`config.mk`:
```
export PLATFORM = sky130hd
export DESIGN_NAME = hsv_frame_sequencer
export DESIGN_NICKNAME = d
export VERILOG_FILES = /design/src/rtl/ws_pkg.sv /design/src/rtl/hsv_seq_align.sv /design/src/rtl/hsv_frame_sequencer.sv
export SDC_FILE = /design/constraint.sdc
export NUM_CORES = 1
export LEC_CHECK = 0
export CAP_MARGIN = 10
export CORE_ASPECT_RATIO = 1.75
export CORE_MARGIN = 10
export CORE_UTILIZATION = 50
export DETAILED_ROUTE_END_ITERATION = 10
export PLACE_DENSITY = 0.73
export SLEW_MARGIN = 20
export SYNTH_ARGS = -nofsm -noshare
export SYNTH_HDL_FRONTEND = slang
export SYNTH_SLANG_ARGS = --single-unit
```
`constraint.sdc`:
```
create_clock -name clk -period 4.8 [get_ports clk]
set_clock_uncertainty 0.05 [all_clocks]
set_input_delay 0.96 -clock clk [delete_from_list [all_inputs] [get_ports clk]]
set_output_delay 0.96 -clock clk [all_outputs]
set_load 0.01 [all_outputs]
```
`src/rtl/ws_pkg.sv`:
```
// Shared definitions for the HSV frame sequencer: FSM states, channel width
// and the breathe-mode floor level.
package ws_pkg;

    localparam int CH_W = 8;

    localparam logic [CH_W-1:0] V_MIN = 8'd2;

    typedef enum logic [1:0] {
        ST_IDLE  = 2'd0,
        ST_EMIT  = 2'd1,
        ST_DRAIN = 2'd2,
        ST_WAIT  = 2'd3
    } seq_state_e;

endpackage

```
`src/rtl/hsv_seq_align.sv`:
```
// Valid+tag delay line matching a downstream converter's pipeline depth.
// DEPTH=0 degenerates to a wire.
module hsv_seq_align #(
    parameter int DEPTH = 1,
    parameter int WIDTH = 9
) (
    input  logic             clk,
    input  logic             reset,
    input  logic [WIDTH-1:0] in_data,
    output logic [WIDTH-1:0] out_data
);

    generate
        if (DEPTH == 0) begin : g_pass
            assign out_data = in_data;
        end else begin : g_pipe
            logic [WIDTH-1:0] stage_q [DEPTH];
            logic [WIDTH-1:0] stage_d [DEPTH];

            always_comb begin
                stage_d[0] = in_data;
                for (int i = 1; i < DEPTH; i++) begin
                    stage_d[i] = stage_q[i-1];
                end
            end

            // NOTE: every stage is reset, not just the head, so that a reset in
            // mid-frame cannot let a stale valid bit walk out as a write strobe.
            always_ff @(posedge clk or posedge reset) begin
                if (reset) begin
                    for (int i = 0; i < DEPTH; i++) begin
                        stage_q[i] <= '0;
                    end
                end else begin
                    for (int i = 0; i < DEPTH; i++) begin
                        stage_q[i] <= stage_d[i];
                    end
                end
            end

            assign out_data = stage_q[DEPTH-1];
        end
    endgenerate

endmodule

```
`src/rtl/hsv_frame_sequencer.sv`:
```
// Per-frame rotating-rainbow H/S/V generator with write/led_num aligned to the
// downstream converter. Define HSV_SEQ_BREATHE_EN for a per-frame V triangle wave.
module hsv_frame_sequencer
    import ws_pkg::*;
#(
    parameter int              NUM_LEDS     = 50,
    parameter int              FRAME_TICKS  = 65536,
    parameter int              HUE_ADVANCE  = 1,
    parameter logic [CH_W-1:0] SATURATION   = 8'hFF,
    parameter logic [CH_W-1:0] VALUE        = 8'd10,
    parameter int              CONV_LATENCY = 1
) (
    input  logic            clk,
    input  logic            reset,
    input  logic            enable,
    input  logic            ready,
    input  logic [CH_W-1:0] hue_step,
    output logic [CH_W-1:0] h,
    output logic [CH_W-1:0] s,
    output logic [CH_W-1:0] v,
    output logic            hsv_valid,
    output logic [CH_W-1:0] led_num,
    output logic            write,
    output logic            frame_done
);

    localparam int                TICK_W     = (FRAME_TICKS > 1) ? $clog2(FRAME_TICKS) : 1;
    localparam logic [TICK_W-1:0] TICK_LOAD  = TICK_W'(FRAME_TICKS - 1);
    localparam logic [CH_W-1:0]   LAST_IDX   = CH_W'(NUM_LEDS - 1);
    localparam logic [CH_W-1:0]   ADV        = CH_W'(HUE_ADVANCE);
    localparam logic [2:0]        DRAIN_LAST = 3'(CONV_LATENCY);

    seq_state_e        state_q, state_d;
    logic [CH_W-1:0]   base_hue_q, base_hue_d;
    logic [CH_W-1:0]   hue_acc_q, hue_acc_d;
    logic [CH_W-1:0]   step_q, step_d;
    logic [CH_W-1:0]   idx_q, idx_d;
    logic [TICK_W-1:0] tick_q, tick_d;
    logic [2:0]        drain_q, drain_d;
    logic [CH_W-1:0]   h_q, h_d;
    logic [CH_W-1:0]   s_q, s_d;
    logic [CH_W-1:0]   v_q, v_d;
    logic              hsv_valid_q, hsv_valid_d;
    logic [CH_W-1:0]   tag_q, tag_d;
    logic              frame_done_q, frame_done_d;
    logic [CH_W-1:0]   v_now;
    logic [CH_W:0]     align_out;

`ifdef HSV_SEQ_BREATHE_EN
    logic [CH_W-1:0] v_level_q, v_level_d;
    logic            v_rise_q, v_rise_d;

    assign v_now = v_level_q;
`else
    assign v_now = VALUE;
`endif

    // NOTE: every signal gets its hold value first, so no path through the case
    // leaves a _d unassigned and no latch is inferred.
    always_comb begin
        state_d      = state_q;
        base_hue_d   = base_hue_q;
        hue_acc_d    = hue_acc_q;
        step_d       = step_q;
        idx_d        = idx_q;
        tick_d       = tick_q;
        drain_d      = drain_q;
        h_d          = h_q;
        s_d          = s_q;
        v_d          = v_q;
        tag_d        = tag_q;
        hsv_valid_d  = 1'b0;
        frame_done_d = 1'b0;
`ifdef HSV_SEQ_BREATHE_EN
        v_level_d    = v_level_q;
        v_rise_d     = v_rise_q;
`endif

        case (state_q)
            ST_IDLE: begin
                if (enable) begin
                    step_d    = hue_step;
                    idx_d     = '0;
                    hue_acc_d = base_hue_q;
                    state_d   = ST_EMIT;
                end
            end
            ST_EMIT: begin
                if (ready) begin
                    h_d         = hue_acc_q;
                    s_d         = SATURATION;
                    v_d         = v_now;
                    hsv_valid_d = 1'b1;
                    tag_d       = idx_q;
                    hue_acc_d   = hue_acc_q + step_q;
                    idx_d       = idx_q + 8'd1;
                    if (idx_q == LAST_IDX) begin
                        drain_d = '0;
                        state_d = ST_DRAIN;
                    end
                end
            end
            ST_DRAIN: begin
                // Stay until the last tag has left the alignment line.
                if (drain_q == DRAIN_LAST) begin
                    frame_done_d = 1'b1;
                    tick_d       = TICK_LOAD;
                    drain_d      = '0;
                    state_d      = ST_WAIT;
`ifdef HSV_SEQ_BREATHE_EN
                    if (v_rise_q) begin
                        if (v_level_q >= VALUE) begin
                            v_level_d = v_level_q - 8'd1;
                            v_rise_d  = 1'b0;
                        end else begin
                            v_level_d = v_level_q + 8'd1;
                        end
                    end else begin
                        if (v_level_q <= V_MIN) begin
                            v_level_d = v_level_q + 8'd1;
                            v_rise_d  = 1'b1;
                        end else begin
                            v_level_d = v_level_q - 8'd1;
                        end
                    end
`endif
                end else begin
                    drain_d = drain_q + 3'd1;
                end
            end
            ST_WAIT: begin
                if (tick_q == '0) begin
                    base_hue_d = base_hue_q + ADV;
                    step_d     = hue_step;
                    idx_d      = '0;
                    hue_acc_d  = base_hue_q + ADV;
                    state_d    = enable ? ST_EMIT : ST_IDLE;
                end else begin
                    tick_d = tick_q - 1'b1;
                end
            end
            default: state_d = ST_IDLE;
        endcase
    end

    // NOTE: state updates use <= so every flop samples the pre-edge values of
    // its peers regardless of statement order.
    always_ff @(posedge clk or posedge reset) begin
        if (reset) begin
            state_q      <= ST_IDLE;
            base_hue_q   <= '0;
            hue_acc_q    <= '0;
            step_q       <= '0;
            idx_q        <= '0;
            tick_q       <= '0;
            drain_q      <= '0;
            h_q          <= '0;
            s_q          <= '0;
            v_q          <= '0;
            hsv_valid_q  <= 1'b0;
            tag_q        <= '0;
            frame_done_q <= 1'b0;
`ifdef HSV_SEQ_BREATHE_EN
            v_level_q    <= V_MIN;
            v_rise_q     <= 1'b1;
`endif
        end else begin
            state_q      <= state_d;
            base_hue_q   <= base_hue_d;
            hue_acc_q    <= hue_acc_d;
            step_q       <= step_d;
            idx_q        <= idx_d;
            tick_q       <= tick_d;
            drain_q      <= drain_d;
            h_q          <= h_d;
            s_q          <= s_d;
            v_q          <= v_d;
            hsv_valid_q  <= hsv_valid_d;
            tag_q        <= tag_d;
            frame_done_q <= frame_done_d;
`ifdef HSV_SEQ_BREATHE_EN
            v_level_q    <= v_level_d;
            v_rise_q     <= v_rise_d;
`endif
        end
    end

    hsv_seq_align #(
        .DEPTH (CONV_LATENCY),
        .WIDTH (CH_W + 1)
    ) u_align (
        .clk      (clk),
        .reset    (reset),
        .in_data  ({hsv_valid_q, tag_q}),
        .out_data (align_out)
    );

    assign h          = h_q;
    assign s          = s_q;
    assign v          = v_q;
    assign hsv_valid  = hsv_valid_q;
    assign frame_done = frame_done_q;
    assign write      = align_out[CH_W];
    assign led_num    = align_out[CH_W-1:0];

endmodule
```
* After elaboration in Yosys (flattened, before gate mapping)
Index checks and enable logic that the tools add are counted.
** Storage, ports and cells
- Flip-flop bits (word level) :: 82
- Bits of input ports :: 12
- Output and inout bits :: 35
- Logic and storage cells :: 72
** Cells by class
- Add/sub/neg operators :: 5
- Equality and inequality tests :: 11
- Mux-type cells :: 29
- Reduce and logical (&&, ||, !) cells :: 13
** Operators by type and width (number)
- $mux W8 :: 8
- $pmux W8 S3 :: 2
- $mux W16 :: 2
- $pmux W16 S2 :: 1
- $add A8 B1 Y8 const B :: 2
- $logic_not A16 Y1 :: 1
- $pmux W8 S2 :: 1
- $sub A16 B1 Y16 const B :: 1
- $ne A2 B2 Y1 const B :: 6
- $mux W2 :: 5
- $mux W3 :: 3
- $reduce_and A3 Y1 :: 3
- $add A8 B8 Y8 :: 1
- $eq A8 B6 Y1 const B :: 1
- $pmux W2 S4 :: 1
- $pmux W3 S2 :: 1
- $reduce_bool A2 Y1 :: 3
- $mux W1 :: 5
- $reduce_and A5 Y1 :: 1
- $eq A2 B2 Y1 const B :: 2
- $reduce_and A2 Y1 :: 2
- $reduce_and A4 Y1 :: 1
- $add A3 B1 Y3 const B :: 1
- $eq A3 B1 Y1 const B :: 1
- other kinds (3) :: 3

* Logic depth before layout (Yosys ltp)
- Word-level depth :: 4
- Gate-level depth with buffers :: 8

* Hierarchy
Synthesis repeated with hierarchy kept, for this count alone.
** Unflattened totals
- Cell total of the unflattened synthesis :: 405
- Area total of the unflattened synthesis :: 4207.8 um^2
** Modules (own cells, without submodules)
- hsv_frame_sequencer :: instances 1, cells an instance 395, area an instance 3978.8 um^2
- hsv_seq_align :: instances 1, cells an instance 10, area an instance 229.0 um^2

* Least setup slack after synthesis
OpenSTA, ideal clock, no wires.
- Path type :: reg2reg
- Start :: register tick_q[0]
- End :: register step_q[0]
- Setup time :: 0.125 ns
- Arrival :: 1.945 ns
- Data required time :: 4.625 ns
- Setup slack :: 2.680 ns
- Cell stages (with the launch flop) :: 7
- Path buffers :: 0
- Clock period less this slack :: 2.120 ns
- Cells stage by stage :: dfrtp_1 inv_1 ha_1 nor4b_2 nand4_4 a211oi_4 mux2_4
** On the way
- Cells in the longest elaborated chain, start to end :: 3
** RTL lines
- from (decl) :: line hsv_frame_sequencer.sv:38 : logic [TICK_W-1:0] tick_q, tick_d;
- from (signal assigned) :: line hsv_frame_sequencer.sv:173 : tick_q <= tick_d;
- $logic_not A16 Y1 :: line hsv_frame_sequencer.sv:132 : if (tick_q == '0) begin
- $ne A2 B2 Y1 (no source line)
- $reduce_and A3 Y1 (no source line)
- to (signal assigned) :: line hsv_frame_sequencer.sv:171 : step_q <= step_d;
- to (decl) :: line hsv_frame_sequencer.sv:36 : logic [CH_W-1:0] step_q, step_d;
No other way between the ends.
A chain may end at the register's enable or synchronous reset.

* Final worst setup path
- Start :: register state_q[1]
- End :: register tick_q[10]
** On the way
- Cells in the longest elaborated chain, start to end :: 3
- Elaborated cells on any way between the ends :: 7
- Classes of those cells :: eq/ne (4); mux (1); reduce/logical (2)
** RTL lines
- from (decl) :: line hsv_frame_sequencer.sv:33 : seq_state_e state_q, state_d;
- from (signal assigned) :: line hsv_frame_sequencer.sv:168 : state_q <= state_d;
- $eq A2 B2 Y1 :: line hsv_frame_sequencer.sv:79 : case (state_q)
- $ne A2 B2 Y1 (no source line) / $reduce_bool A2 Y1 (equally long branches)
- $reduce_and A3 Y1 (no source line)
Several ways; a longest one is shown, not always the timed one.

==> results.md <==
- Number of flops mapped to enable cells by yosys: 0
- Final worst path period share: 63.8%
- Post-route cell area: 0.00502 mm²
- Status: complete, no violations
- TritonCTS Buffers: 9
- Lkg Pwr: 2.14 nW
- Buffers added on ports: 40
- RSZ-0062 raised after global routing: false
- First-pass GRT wire length: 15.6 mm
- Starting DRC count in detailed routing: 177
- Avg Cell Area, Syn: 10.5 µm²
- Peak VDD IR: 275 µV
- P&R area growth vs syn: 16.8%
- Most common cell after layout, fill and taps aside: dfrtp_1
- YS warnings: 0
- # clock sinks: 81
- Worst-path clk slew: 60 ps
- Routed Antenna Nets: 0
- Synth async-reset ratio: 100%
- Core Rows: 44
- TritonRoute pass-1 iters: 4
- Highest clock rate: 0.326 GHz
- Flip-flop and latch count after synthesis: 81
- Hold depth: 0
- Worst Path Required: 5010 ps
- CTS Root Buffer Type: clkbuf_16
- Slew Viols, Final: 0
- R2R setup slack: 1740 ps
- DRC: 0
- Worst Tran Pin Value: 889 ps
- Final setup fails: 0
- Diodes inserted: 0
- WP data arrival: 3280 ps
- Die ar.: 0.0129 mm²
- CP startpoint kind: flop
- Most frequent cells in the layout: dfrtp_1 (81), nand2_1 (50), clkdlybuf4s50_1 (40)
- Worst r2r src: state_q[1]$_DFFE_PP0P_
- Number of global-route vias before repair: 3,284
- Final Wtd Congestion: 0.903
- Clock latency on the worst-skew pair: 340 ps
- Hold Crit Start: tag_q[0]$_DFFE_PP0P_
- Post-Route Setup TNS: 0 ps
- Cell area after placement: 0.00473 mm²
- Via density: 5.66
- Critical Path End Type: flop
- Crit path max fanout: 21
- Die Ht: 143 µm
- Final WL: 8.96 mm
- DP HPWL: 6.38 mm
- Sequential fraction of the synthesis area: 47.1%
- Initial core utilization: 51.4%
- Total track usage: 14.6%
- CTS H-tree lvls: 3
- Vias: 3,177
- Worst-case reg-to-reg path depth: 7
- Main synth FF type: dfrtp_1
- Initial antenna violation count: 0
- Distinct cells, synth: 59
- Fin. Hold Viols: 0
- Largest net degree at the start of global routing: 64
- Post-place setup slack: 1820 ps
- Hold Path End: u_align.out_data[0]$_DFF_PP0_
- Longest Clk Path Bufs: 2
- Min-delay worst type: flop to flop
- Setup CP Type: flop to flop
- Setup WS post-layout: 1740 ps
- # IOs: 47
- GRT overflow: 0
- Wire per inst: 16.0 µm
- Max Cap Viol: 0
- Chip width: 90.1 µm
- Netlist Area Pre-Place: 0.00430 mm²
- Clock period minus final worst setup slack: 3060 ps
- Cts repair resizes: 0
- Reg2reg end: tick_q[10]$_DFFE_PP0P_
- Pwr/cell area: 601 mW/mm²
- Total setup buffers inserted after CTS: 0
- Hold-fix buffers, CTS: 0
- CTS tree: built
- Layout cell share with drive strength beyond 1: 11.4%
- CORE AREA: 0.00837 mm²
- Fin util: 60.0%
- Layout Nets: 471
- Rel. slew slack: 40.7%
- Cell count after synthesis: 410
[worst max path at each step]
| stage | startpoint | to | slack [ps] | depth (start not counted) |
|---|---|---|---|---|
| final | state_q[1]$_DFFE_PP0P_ | tick_q[10]$_DFFE_PP0P_ | 1740 | 7 |
| after global routing | state_q[1]$_DFFE_PP0P_ | tick_q[10]$_DFFE_PP0P_ | 1440 | 7 |
| after CTS | state_q[1]$_DFFE_PP0P_ | tick_q[10]$_DFFE_PP0P_ | 1770 | 7 |
| after detailed placement | state_q[1]$_DFFE_PP0P_ | tick_q[10]$_DFFE_PP0P_ | 1820 | 7 |
| after global placement | state_q[1]$_DFFE_PP0P_ | tick_q[10]$_DFFE_PP0P_ | 1910 | 7 |
| after floorplan | reset | base_hue_q[0]$_DFFE_PP0P_ | 1710 | 1 |
[cell type report]
class / instances / area (µm²)
Sequential cell: 81 / 2030
Timing Repair Buffer: 43 / 423
Clock inverter: 7 / 71.3
Multi-Input combinational cell: 288 / 2060
Tap cell: 115 / 144
Clock buffer: 9 / 225
Fill cell: 710 / 3340
Inverter: 18 / 70.1
[layer usage]
layer	vias up	part of all wire, %	global-route usage [%]
li1	1519	-	-
met4	0	2.0	6.40
met2	85	52	26.2
met1	1557	41	15.7
met3	16	4.7	4.25
met5	-	0	0
[sequential cells by signal, indices dropped and copies added, names as in the netlist, 2 cells and up]
name,flops
hue_acc_q,8
state_q,2
h,8
base_hue_q,8
u_align.out_data,9
tick_q,16
idx_q,8
step_q,8
drain_q,3
tag_q,8
[where the power goes]
part           total [W]  switching (W)  internal [W]  leakage, nW
clock           0.000681       0.000279      0.000402        0.149
sequential       0.00107       0.000181      0.000885         1.01
combinational    0.00127       0.000703      0.000571        0.983
total            0.00302        0.00116       0.00186         2.14
[critical path, cell delays in order (launching register included)]
cell	delay, ps
dfrtp_1	390
ha_1	650
clkinv_1	620
o21bai_1	280
buf_4	210
o211ai_1	230
or4_1	470
nand3_1	90
[synthesized netlist by cell type, types with 2 or more instances]
cell type	count	share of area (%)
o211ai_1	2	0.35
xor2_1	13	2.6
a22o_1	3	0.61
and2_1	4	0.58
and4_1	3	0.61
nor3_1	10	1.2
o2111ai_1	12	2.4
nand2_1	50	4.4
xnor2_1	8	1.6
o21ai_0	31	3.6
o21bai_1	2	0.35
inv_1	17	1.5
and3_1	3	0.44
or3_1	4	0.58
nand4_1	2	0.29
nor4_1	2	0.29
a21oi_1	9	1.0
buf_4	15	2.6
o31ai_1	5	0.87
ha_1	17	4.9
mux2i_1	2	0.47
or4_1	4	0.70
nand2b_1	7	1.0
a31oi_1	5	0.73
mux2_2	15	3.9
dfrtp_1	81	47
nor2_1	18	1.6
clkbuf_1	12	1.0
a41oi_1	2	0.41
nand3_1	11	1.3
nor4_4	2	0.99
mux2_4	7	2.4
nor2b_1	4	0.58
a221oi_1	3	0.61
[kinds of logic after synthesis]
logic type	after synthesis	synth area share, %
multiplexers	24	6.84
XOR/XNOR	21	4.28
buffers and inverters	46	5.35
AND/OR/NAND/NOR	132	16.6
AO/OA/AOI/OAI	87	14.3
flip-flops	81	47.1
adder cells (fa/ha/maj)	18	5.41
other	1	0.0872
[metrics by stage]
| step | std cells | total power (W) | hold slack, ps |
|---|---|---|---|
| floorplan | 415 | 0.00199 | 299 |
| global placement | 545 | 0.00230 | 306 |
| detailed placement | 545 | 0.00234 | 308 |
| CTS | 561 | 0.00304 | 323 |
| global route | 561 | 0.00325 | 334 |
| finish | 561 | 0.00302 | 319 |
No activity file was read; power rests on OpenSTA's default activity.
